[config.mk]
export PLATFORM = sky130hd
export DESIGN_NAME = bus_port_fifo_flat
export DESIGN_NICKNAME = d
export VERILOG_FILES = /design/src/rtl/bus_port_fifo_if.sv /design/src/rtl/bus_port_fifo.sv /design/src/flat_wrapper.sv
export SDC_FILE = /design/constraint.sdc
export NUM_CORES = 1
export LEC_CHECK = 0
export CORE_UTILIZATION = 51
export CTS_BUF_LIST = sky130_fd_sc_hd__clkbuf_2
export CTS_CLUSTER_SIZE = 24
export DETAILED_ROUTE_END_ITERATION = 7
export MAX_ROUTING_LAYER = met4
export PLACE_DENSITY = 0.75
export SYNTH_ARGS = -nofsm -noshare
export SYNTH_HDL_FRONTEND = slang
export SYNTH_SLANG_ARGS = --single-unit
[constraint.sdc]
create_clock -name clk -period 4.79 [get_ports clk]
set_input_delay 0.479 -clock clk [delete_from_list [all_inputs] [get_ports clk]]
set_output_delay 0.479 -clock clk [all_outputs]
set_load 0.01 [all_outputs]
[src/rtl/bus_port_fifo_if.sv]
// bus_port_fifo_if
//   Handshake and shared-bus bundle for one bus_port_fifo endpoint.
//   Ports (per modport):
//     send_valid/send_data/send_ready   local sender -> endpoint (ready/valid)
//     recv_valid/recv_data/recv_ready   endpoint receive FIFO -> local consumer
//     bus_data_in/bus_valid_in          resolved shared bus as seen by endpoint
//     bus_data_out/bus_valid_out/bus_oe endpoint drive toward the bus resolver
//   slave  : view used by the endpoint itself
//   master : view used by the surrounding fabric / local logic
//   Optional macro BUS_PARITY_EN adds bus_par_in / bus_par_out.
interface bus_port_fifo_if #(
    parameter int DATA_W = 8
);
    logic              send_valid;
    logic [DATA_W-1:0] send_data;
    logic              send_ready;
    logic              recv_valid;
    logic [DATA_W-1:0] recv_data;
    logic              recv_ready;
    logic [DATA_W-1:0] bus_data_in;
    logic              bus_valid_in;
    logic [DATA_W-1:0] bus_data_out;
    logic              bus_valid_out;
    logic              bus_oe;
`ifdef BUS_PARITY_EN
    logic              bus_par_in;
    logic              bus_par_out;

    modport slave (
        input  send_valid, send_data, recv_ready, bus_data_in, bus_valid_in, bus_par_in,
        output send_ready, recv_valid, recv_data, bus_data_out, bus_valid_out, bus_oe, bus_par_out
    );

    modport master (
        output send_valid, send_data, recv_ready, bus_data_in, bus_valid_in, bus_par_in,
        input  send_ready, recv_valid, recv_data, bus_data_out, bus_valid_out, bus_oe, bus_par_out
    );
`else
    modport slave (
        input  send_valid, send_data, recv_ready, bus_data_in, bus_valid_in,
        output send_ready, recv_valid, recv_data, bus_data_out, bus_valid_out, bus_oe
    );

    modport master (
        output send_valid, send_data, recv_ready, bus_data_in, bus_valid_in,
        input  send_ready, recv_valid, recv_data, bus_data_out, bus_valid_out, bus_oe
    );
`endif
endinterface

[src/rtl/bus_port_fifo.sv]
// bus_port_fifo
//   Shared-bus endpoint for the crypto interconnect. Decodes header beats,
//   takes bus ownership after a programmable grant delay when it is the
//   named source, and buffers received payload in a ready/valid FIFO.
//   Ports:
//     clk, rst_n      clock (rising edge) and synchronous active-low reset
//     source_id       this endpoint's static ID
//     ack             broadcast end-of-transaction
//     bus             bus_port_fifo_if.slave: send/recv handshakes, bus in/out/oe
//     rx_overflow     sticky, a beat was dropped because the FIFO was full
//     hdr_src/dest    latched header fields
//     busy            not idle
//   Optional macro BUS_PARITY_EN: even parity on the bus (bus_par_in/out in the
//   interface) and a sticky parity_err output.
module bus_port_fifo #(
    parameter int              DATA_W      = 8,
    parameter int              ID_W        = 2,
    parameter logic [ID_W-1:0] CTRL_ID     = {ID_W{1'b1}},
    parameter int              GRANT_DELAY = 3,
    parameter int              RX_DEPTH    = 4
) (
    input  logic              clk,
    input  logic              rst_n,
    input  logic [ID_W-1:0]   source_id,
    input  logic              ack,
    bus_port_fifo_if.slave    bus,
    output logic              rx_overflow,
    output logic [ID_W-1:0]   hdr_src,
    output logic [ID_W-1:0]   hdr_dest,
    output logic              busy
`ifdef BUS_PARITY_EN
    ,
    output logic              parity_err
`endif
);

    localparam int PTR_W = $clog2(RX_DEPTH);

    typedef enum logic [2:0] {
        IDLE,
        CTRL_TX,
        WAIT_GRANT,
        OWN_TX,
        LISTEN,
        IGNORE
    } state_t;

    state_t            state;
    logic [3:0]        grant_cnt;

    logic [DATA_W-1:0] mem [RX_DEPTH];
    logic [PTR_W-1:0]  wr_ptr;
    logic [PTR_W-1:0]  rd_ptr;
    logic [PTR_W:0]    count;

    logic [ID_W-1:0]   rx_src;
    logic [ID_W-1:0]   rx_dest;
    logic [ID_W-1:0]   tx_src;
    logic [ID_W-1:0]   tx_dest;
    logic              is_ctrl;
    logic              par_bad;
    logic              rx_beat;
    logic              push;
    logic              pop;
    logic              full;
    logic              do_push;

    assign rx_src  = bus.bus_data_in[ID_W+1:2];
    assign rx_dest = bus.bus_data_in[2*ID_W+1:ID_W+2];
    assign tx_src  = bus.send_data[ID_W+1:2];
    assign tx_dest = bus.send_data[2*ID_W+1:ID_W+2];
    assign is_ctrl = (source_id == CTRL_ID);

    // Bus drive is a pure decode of the state register, so leaving a driving
    // state (ack or reset) releases the bus on that same clock edge.
    assign bus.bus_oe        = (state == CTRL_TX) || (state == OWN_TX);
    assign bus.bus_valid_out = bus.bus_oe && bus.send_valid;
    assign bus.bus_data_out  = bus.bus_oe ? bus.send_data : '0;
    assign bus.send_ready    = bus.bus_oe;
    assign busy              = (state != IDLE);

`ifdef BUS_PARITY_EN
    assign par_bad         = bus.bus_par_in != (^bus.bus_data_in);
    assign bus.bus_par_out = bus.bus_oe && (^bus.bus_data_out);
`else
    assign par_bad = 1'b0;
`endif

    // A corrupt beat is treated as if it never appeared on the bus.
    assign rx_beat = bus.bus_valid_in && !par_bad;

    // Only payload is buffered; headers are consumed in IDLE and our own
    // driven beats (CTRL_TX / OWN_TX) are never looped back.
    assign push    = rx_beat && ((state == LISTEN) || (state == WAIT_GRANT));
    assign pop     = bus.recv_valid && bus.recv_ready;
    assign full    = (count == (PTR_W+1)'(RX_DEPTH));
    assign do_push = push && (!full || pop);

    assign bus.recv_valid = (count != '0);
    assign bus.recv_data  = mem[rd_ptr];

    // Transaction FSM. The grant counter is loaded with GRANT_DELAY on the
    // header and OWN_TX is entered as it steps down to 1, so the source
    // drives exactly GRANT_DELAY cycles after the header cycle. With a delay
    // of 1 there is no room for WAIT_GRANT and the header goes straight to
    // OWN_TX. ack is applied last so it overrides every other transition.
    always_ff @(posedge clk) begin
        if (!rst_n) begin
            state     <= IDLE;
            grant_cnt <= '0;
            hdr_src   <= '0;
            hdr_dest  <= '0;
        end else begin
            case (state)
                IDLE: begin
                    if (is_ctrl && bus.send_valid) begin
                        state <= CTRL_TX;
                    end else if (rx_beat) begin
                        hdr_src  <= rx_src;
                        hdr_dest <= rx_dest;
                        if (source_id == rx_src) begin
                            if (GRANT_DELAY <= 1) begin
                                state <= OWN_TX;
                            end else begin
                                state     <= WAIT_GRANT;
                                grant_cnt <= 4'(GRANT_DELAY);
                            end
                        end else if ((source_id == rx_dest) || is_ctrl) begin
                            state <= LISTEN;
                        end else begin
                            state <= IGNORE;
                        end
                    end
                end
                CTRL_TX: begin
                    if (bus.send_valid) begin
                        hdr_src  <= tx_src;
                        hdr_dest <= tx_dest;
                        state    <= LISTEN;
                    end
                end
                WAIT_GRANT: begin
                    grant_cnt <= grant_cnt - 4'd1;
                    if (grant_cnt <= 4'd2) begin
                        state <= OWN_TX;
                    end
                end
                default: begin
                end
            endcase
            if (ack && (state != IDLE)) begin
                state     <= IDLE;
                grant_cnt <= '0;
            end
        end
    end

    // FIFO storage carries no reset; flushing is done by clearing the pointers.
    always_ff @(posedge clk) begin
        if (do_push) begin
            mem[wr_ptr] <= bus.bus_data_in;
        end
    end

    // FIFO pointers and occupancy. A push into a full FIFO only succeeds when
    // a pop frees the head slot in the same cycle; otherwise it is dropped.
    always_ff @(posedge clk) begin
        if (!rst_n) begin
            wr_ptr      <= '0;
            rd_ptr      <= '0;
            count       <= '0;
            rx_overflow <= 1'b0;
        end else begin
            if (do_push) begin
                wr_ptr <= wr_ptr + 1'b1;
            end
            if (pop) begin
                rd_ptr <= rd_ptr + 1'b1;
            end
            if (push && full && !pop) begin
                rx_overflow <= 1'b1;
            end
            case ({do_push, pop})
                2'b10:   count <= count + 1'b1;
                2'b01:   count <= count - 1'b1;
                default: count <= count;
            endcase
        end
    end

`ifdef BUS_PARITY_EN
    // Flag corrupt beats only where the port would have consumed them:
    // headers in IDLE and payload while collecting.
    always_ff @(posedge clk) begin
        if (!rst_n) begin
            parity_err <= 1'b0;
        end else if (bus.bus_valid_in && par_bad &&
                     (((state == IDLE) && !(is_ctrl && bus.send_valid)) ||
                      (state == LISTEN) || (state == WAIT_GRANT))) begin
            parity_err <= 1'b1;
        end
    end
`endif

endmodule

[src/flat_wrapper.sv]
// flat-port wrapper written by rule: the top's interface ports become plain ports
module bus_port_fifo_flat 
#(
    parameter int              DATA_W      = 8,
    parameter int              ID_W        = 2,
    parameter logic [ID_W-1:0] CTRL_ID     = {ID_W{1'b1}},
    parameter int              GRANT_DELAY = 3,
    parameter int              RX_DEPTH    = 4
)
  (clk, rst_n, source_id, ack, rx_overflow, hdr_src, hdr_dest, busy, bus_send_valid, bus_send_data, bus_recv_ready, bus_bus_data_in, bus_bus_valid_in, bus_send_ready, bus_recv_valid, bus_recv_data, bus_bus_data_out, bus_bus_valid_out, bus_bus_oe);
  bus_port_fifo_if #(.DATA_W(DATA_W)) bus_i ();
  input  logic clk;
  input  logic rst_n;
  input  logic [ID_W-1:0] source_id;
  input  logic ack;
  output logic rx_overflow;
  output logic [ID_W-1:0] hdr_src;
  output logic [ID_W-1:0] hdr_dest;
  output logic busy;
  input wire logic [$bits(bus_i.send_valid)-1:0] bus_send_valid;
  input wire logic [$bits(bus_i.send_data)-1:0] bus_send_data;
  input wire logic [$bits(bus_i.recv_ready)-1:0] bus_recv_ready;
  input wire logic [$bits(bus_i.bus_data_in)-1:0] bus_bus_data_in;
  input wire logic [$bits(bus_i.bus_valid_in)-1:0] bus_bus_valid_in;
  output wire logic [$bits(bus_i.send_ready)-1:0] bus_send_ready;
  output wire logic [$bits(bus_i.recv_valid)-1:0] bus_recv_valid;
  output wire logic [$bits(bus_i.recv_data)-1:0] bus_recv_data;
  output wire logic [$bits(bus_i.bus_data_out)-1:0] bus_bus_data_out;
  output wire logic [$bits(bus_i.bus_valid_out)-1:0] bus_bus_valid_out;
  output wire logic [$bits(bus_i.bus_oe)-1:0] bus_bus_oe;
  assign bus_i.send_valid = bus_send_valid;
  assign bus_i.send_data = bus_send_data;
  assign bus_i.recv_ready = bus_recv_ready;
  assign bus_i.bus_data_in = bus_bus_data_in;
  assign bus_i.bus_valid_in = bus_bus_valid_in;
  assign bus_send_ready = bus_i.send_ready;
  assign bus_recv_valid = bus_i.recv_valid;
  assign bus_recv_data = bus_i.recv_data;
  assign bus_bus_data_out = bus_i.bus_data_out;
  assign bus_bus_valid_out = bus_i.bus_valid_out;
  assign bus_bus_oe = bus_i.bus_oe;
  bus_port_fifo #(.DATA_W(DATA_W), .ID_W(ID_W), .CTRL_ID(CTRL_ID), .GRANT_DELAY(GRANT_DELAY), .RX_DEPTH(RX_DEPTH)) u_core (.clk(clk), .rst_n(rst_n), .source_id(source_id), .ack(ack), .bus(bus_i), .rx_overflow(rx_overflow), .hdr_src(hdr_src), .hdr_dest(hdr_dest), .busy(busy));
endmodule
==> results.tsv <==
metric	value	unit
outcome	finished, final reports clean	
CTS tree	built	
Wirelength per Cell	14.4	µm
DRC	0	
Worst-path clk slew	0.27	ns
CP Launch Type	flop	
Worst Setup SP	u_core.state[0]	
Seq/Total Area, Yosys	53.8	%
Syn Inst Count	202	
setup violators final	0	
Num Clock Sinks	53	
post-detail-place hpwl	3330	µm
Synth top cells by count	32 x edfxtp_1, 21 x dfxtp_1, 19 x and2_1	
Hold Violations, Final	0	
clock buffer depth	2	
Clock Skew	0.0232	ns
Synth area leaders	edfxtp_1 37%, dfxtp_1 16%, mux4_2 7.0%	
Async S/R FF share, synth	0	%
post-route ant nets	0	
setup_tns	0	ns
vias in the first global route	1577	
WP buf/inv	1	
htree depth	2	
Netlist cell types	48	
# rows	25	
final WL	4500	µm
Slew Viols, Final	0	
I/O Pins	50	
critical path endpoint category	primary output	
crit path DAT	2.39	ns
CP Cell Sequence	nor2b_1 -> and2_1 -> clkdlybuf4s50_1	
GPL Wtd Cong	0.795	
drt first pass iters	4	
first-pass GRT wire length	7460	µm
# diodes	0	
CTS-repair resized insts	0	
Die Y	73.0	µm
nets@finish	276	
Tot Pwr	0.00120	W
Starting Density	53.7	%
min Tclk post-route	2.87	ns
clk_lat worst skew	0.42	ns
Layout area overhead	20.6	%
hold crit path type	flop to flop	
via-per-instance ratio	5.29	
maximum number of pins on one net before global-route repair	18	
VDD IR max	0.000234	V
Synth top area share	37.4	%
area leader, netlist	edfxtp_1	
Num CTS Buffers	5	
Post-CTS Hold Buffers	0	
initial antenna violation count	0	
Worst Max-Slew Pin Slew	0.649	ns
slew margin rel.	56.6	%
Worst path max stage delay	0.61	ns
Cell Pwr Density	389	nW/µm²
Starting DRT DRC Count	119	
min-delay src	u_core.grant_cnt[0]	
Post-synth EDFFs	32	
total number of yosys warnings	0	
Worst EP required	4.31	ns
synthesized area	2570	µm²
post-synthesis register bit count	53	
die area	5320	µm²
Max Freq	348	MHz
fraction of final layout cells sized beyond drive strength 1	11.4	%
reg2reg start	u_core.state[0]	
top-count cell post-synth	edfxtp_1	
syn_area_per_cell	12.7	µm²
Final Cycle Share	59.9	%
Die Width	73.0	µm
post-CTS setup buffer count	0	
Syn Nets	233	
Post-synth top flop	edfxtp_1	
total gr overflow	0	
core area	4790	µm²
Setup CP Type	flop to primary output	
total number of vias	1657	
Leakage	1.06	nW
layout filler cell count	394	
Crit Path Max Fanout	12	
CTS root buf	clkbuf_2	
CP max stage cell	dfxtp_1	
total track usage	19.3	%
unrepaired setup endpoints after global routing	no	
port bufs	49	
max-cap viol count	0	
crit-path leading delay family	simple AND/OR/NAND/NOR gates	
[layer usage]
metal	up-vias	wire length, µm	track usage (%)
li1	821	-	-
met1	791	2060	24.9
met2	41	2260	31.8
met3	4	143	2.90
met4	0	36	5.45
met5	-	0	-
[final cells by class]
| type | instances | area [µm²] | share of cell area (%) |
|---|---|---|---|
| sequential | 53 | 1380 | 44.6 |
| inverter | 10 | 38.8 | 1.25 |
| clock inverter | 3 | 21.3 | 0.687 |
| tap | 67 | 83.8 | 2.71 |
| multi-input combinational | 126 | 1060 | 34.1 |
| clock buffer | 5 | 25.0 | 0.808 |
| timing repair buffer | 49 | 490 | 15.8 |
[layout by cell type, fill, tap and decap left out, types with 4 or more instances in the layout]
| cell | count |
|---|---|
| clkdlybuf4s50_1 | 49 |
| edfxtp_1 | 32 |
| dfxtp_1 | 21 |
| and2_1 | 19 |
| nor2b_1 | 10 |
| inv_1 | 8 |
| mux4_2 | 8 |
| xnor2_1 | 8 |
| a31oi_1 | 7 |
| mux2i_1 | 6 |
| ha_1 | 6 |
| clkbuf_2 | 5 |
| a21oi_1 | 4 |
| nand2b_1 | 4 |
| nand2_1 | 4 |
| mux2_2 | 4 |
[final timing paths]
kind,end,slack (ns),cells past startpoint
setup / recovery,bus_bus_data_out[6],1.92,3
hold / removal,u_core.grant_cnt[0],0.50,1
setup reg to reg,u_core.hdr_dest[1],2.51,5
hold reg to reg,u_core.grant_cnt[0],0.50,1
[per-stage QoR]
| step | hold slack (ns) | utilization, % | cell area [µm²] | worst slack [ns] | cells |
|---|---|---|---|---|---|
| 5_1_grt | 0.530 | 64.7 | 3100 | 1.72 | 313 |
| 3_5_place_dp | 0.475 | 63.8 | 3050 | 2.30 | 305 |
| 2_1_floorplan | 0.446 | - | 2570 | 3.05 | 202 |
| 3_3_place_gp | 0.470 | 63.8 | 3050 | 2.37 | 305 |
| 4_1_cts | 0.506 | 64.7 | 3100 | 1.89 | 313 |
| 6_report | 0.502 | 64.7 | 3100 | 1.92 | 313 |
[state kept, by name (all words and copies together) (netlist names), named ones only]
name and flops:
u_core.hdr_dest 2, u_core.grant_cnt 4, u_core.rd_ptr 2, u_core.mem 32, u_core.rx_overflow 1, u_core.hdr_src 2, u_core.count 3, u_core.state 3
u_core.wr_ptr 2
[cell families after synthesis]
kind of cell / Yosys count / share of synthesized area (%)
simple gates: 62 / 15.0
flops: 53 / 53.8
compound gates: 30 / 8.28
buf+inv: 23 / 5.06
mux: 18 / 11.1
xor+xnor: 9 / 3.07
fa+ha+maj: 7 / 3.70
[report_power, final]
part | total (W) | internal (W) | switching, W | leakage [nW]
combinational | 0.000436 | 0.000262 | 0.000175 | 0.571
sequential | 0.000595 | 0.000531 | 0.0000640 | 0.460
clock | 0.000173 | 0.0000371 | 0.000136 | 0.0294
total | 0.00120 | 0.000829 | 0.000375 | 1.06
(Power assumes the default switching activity.)
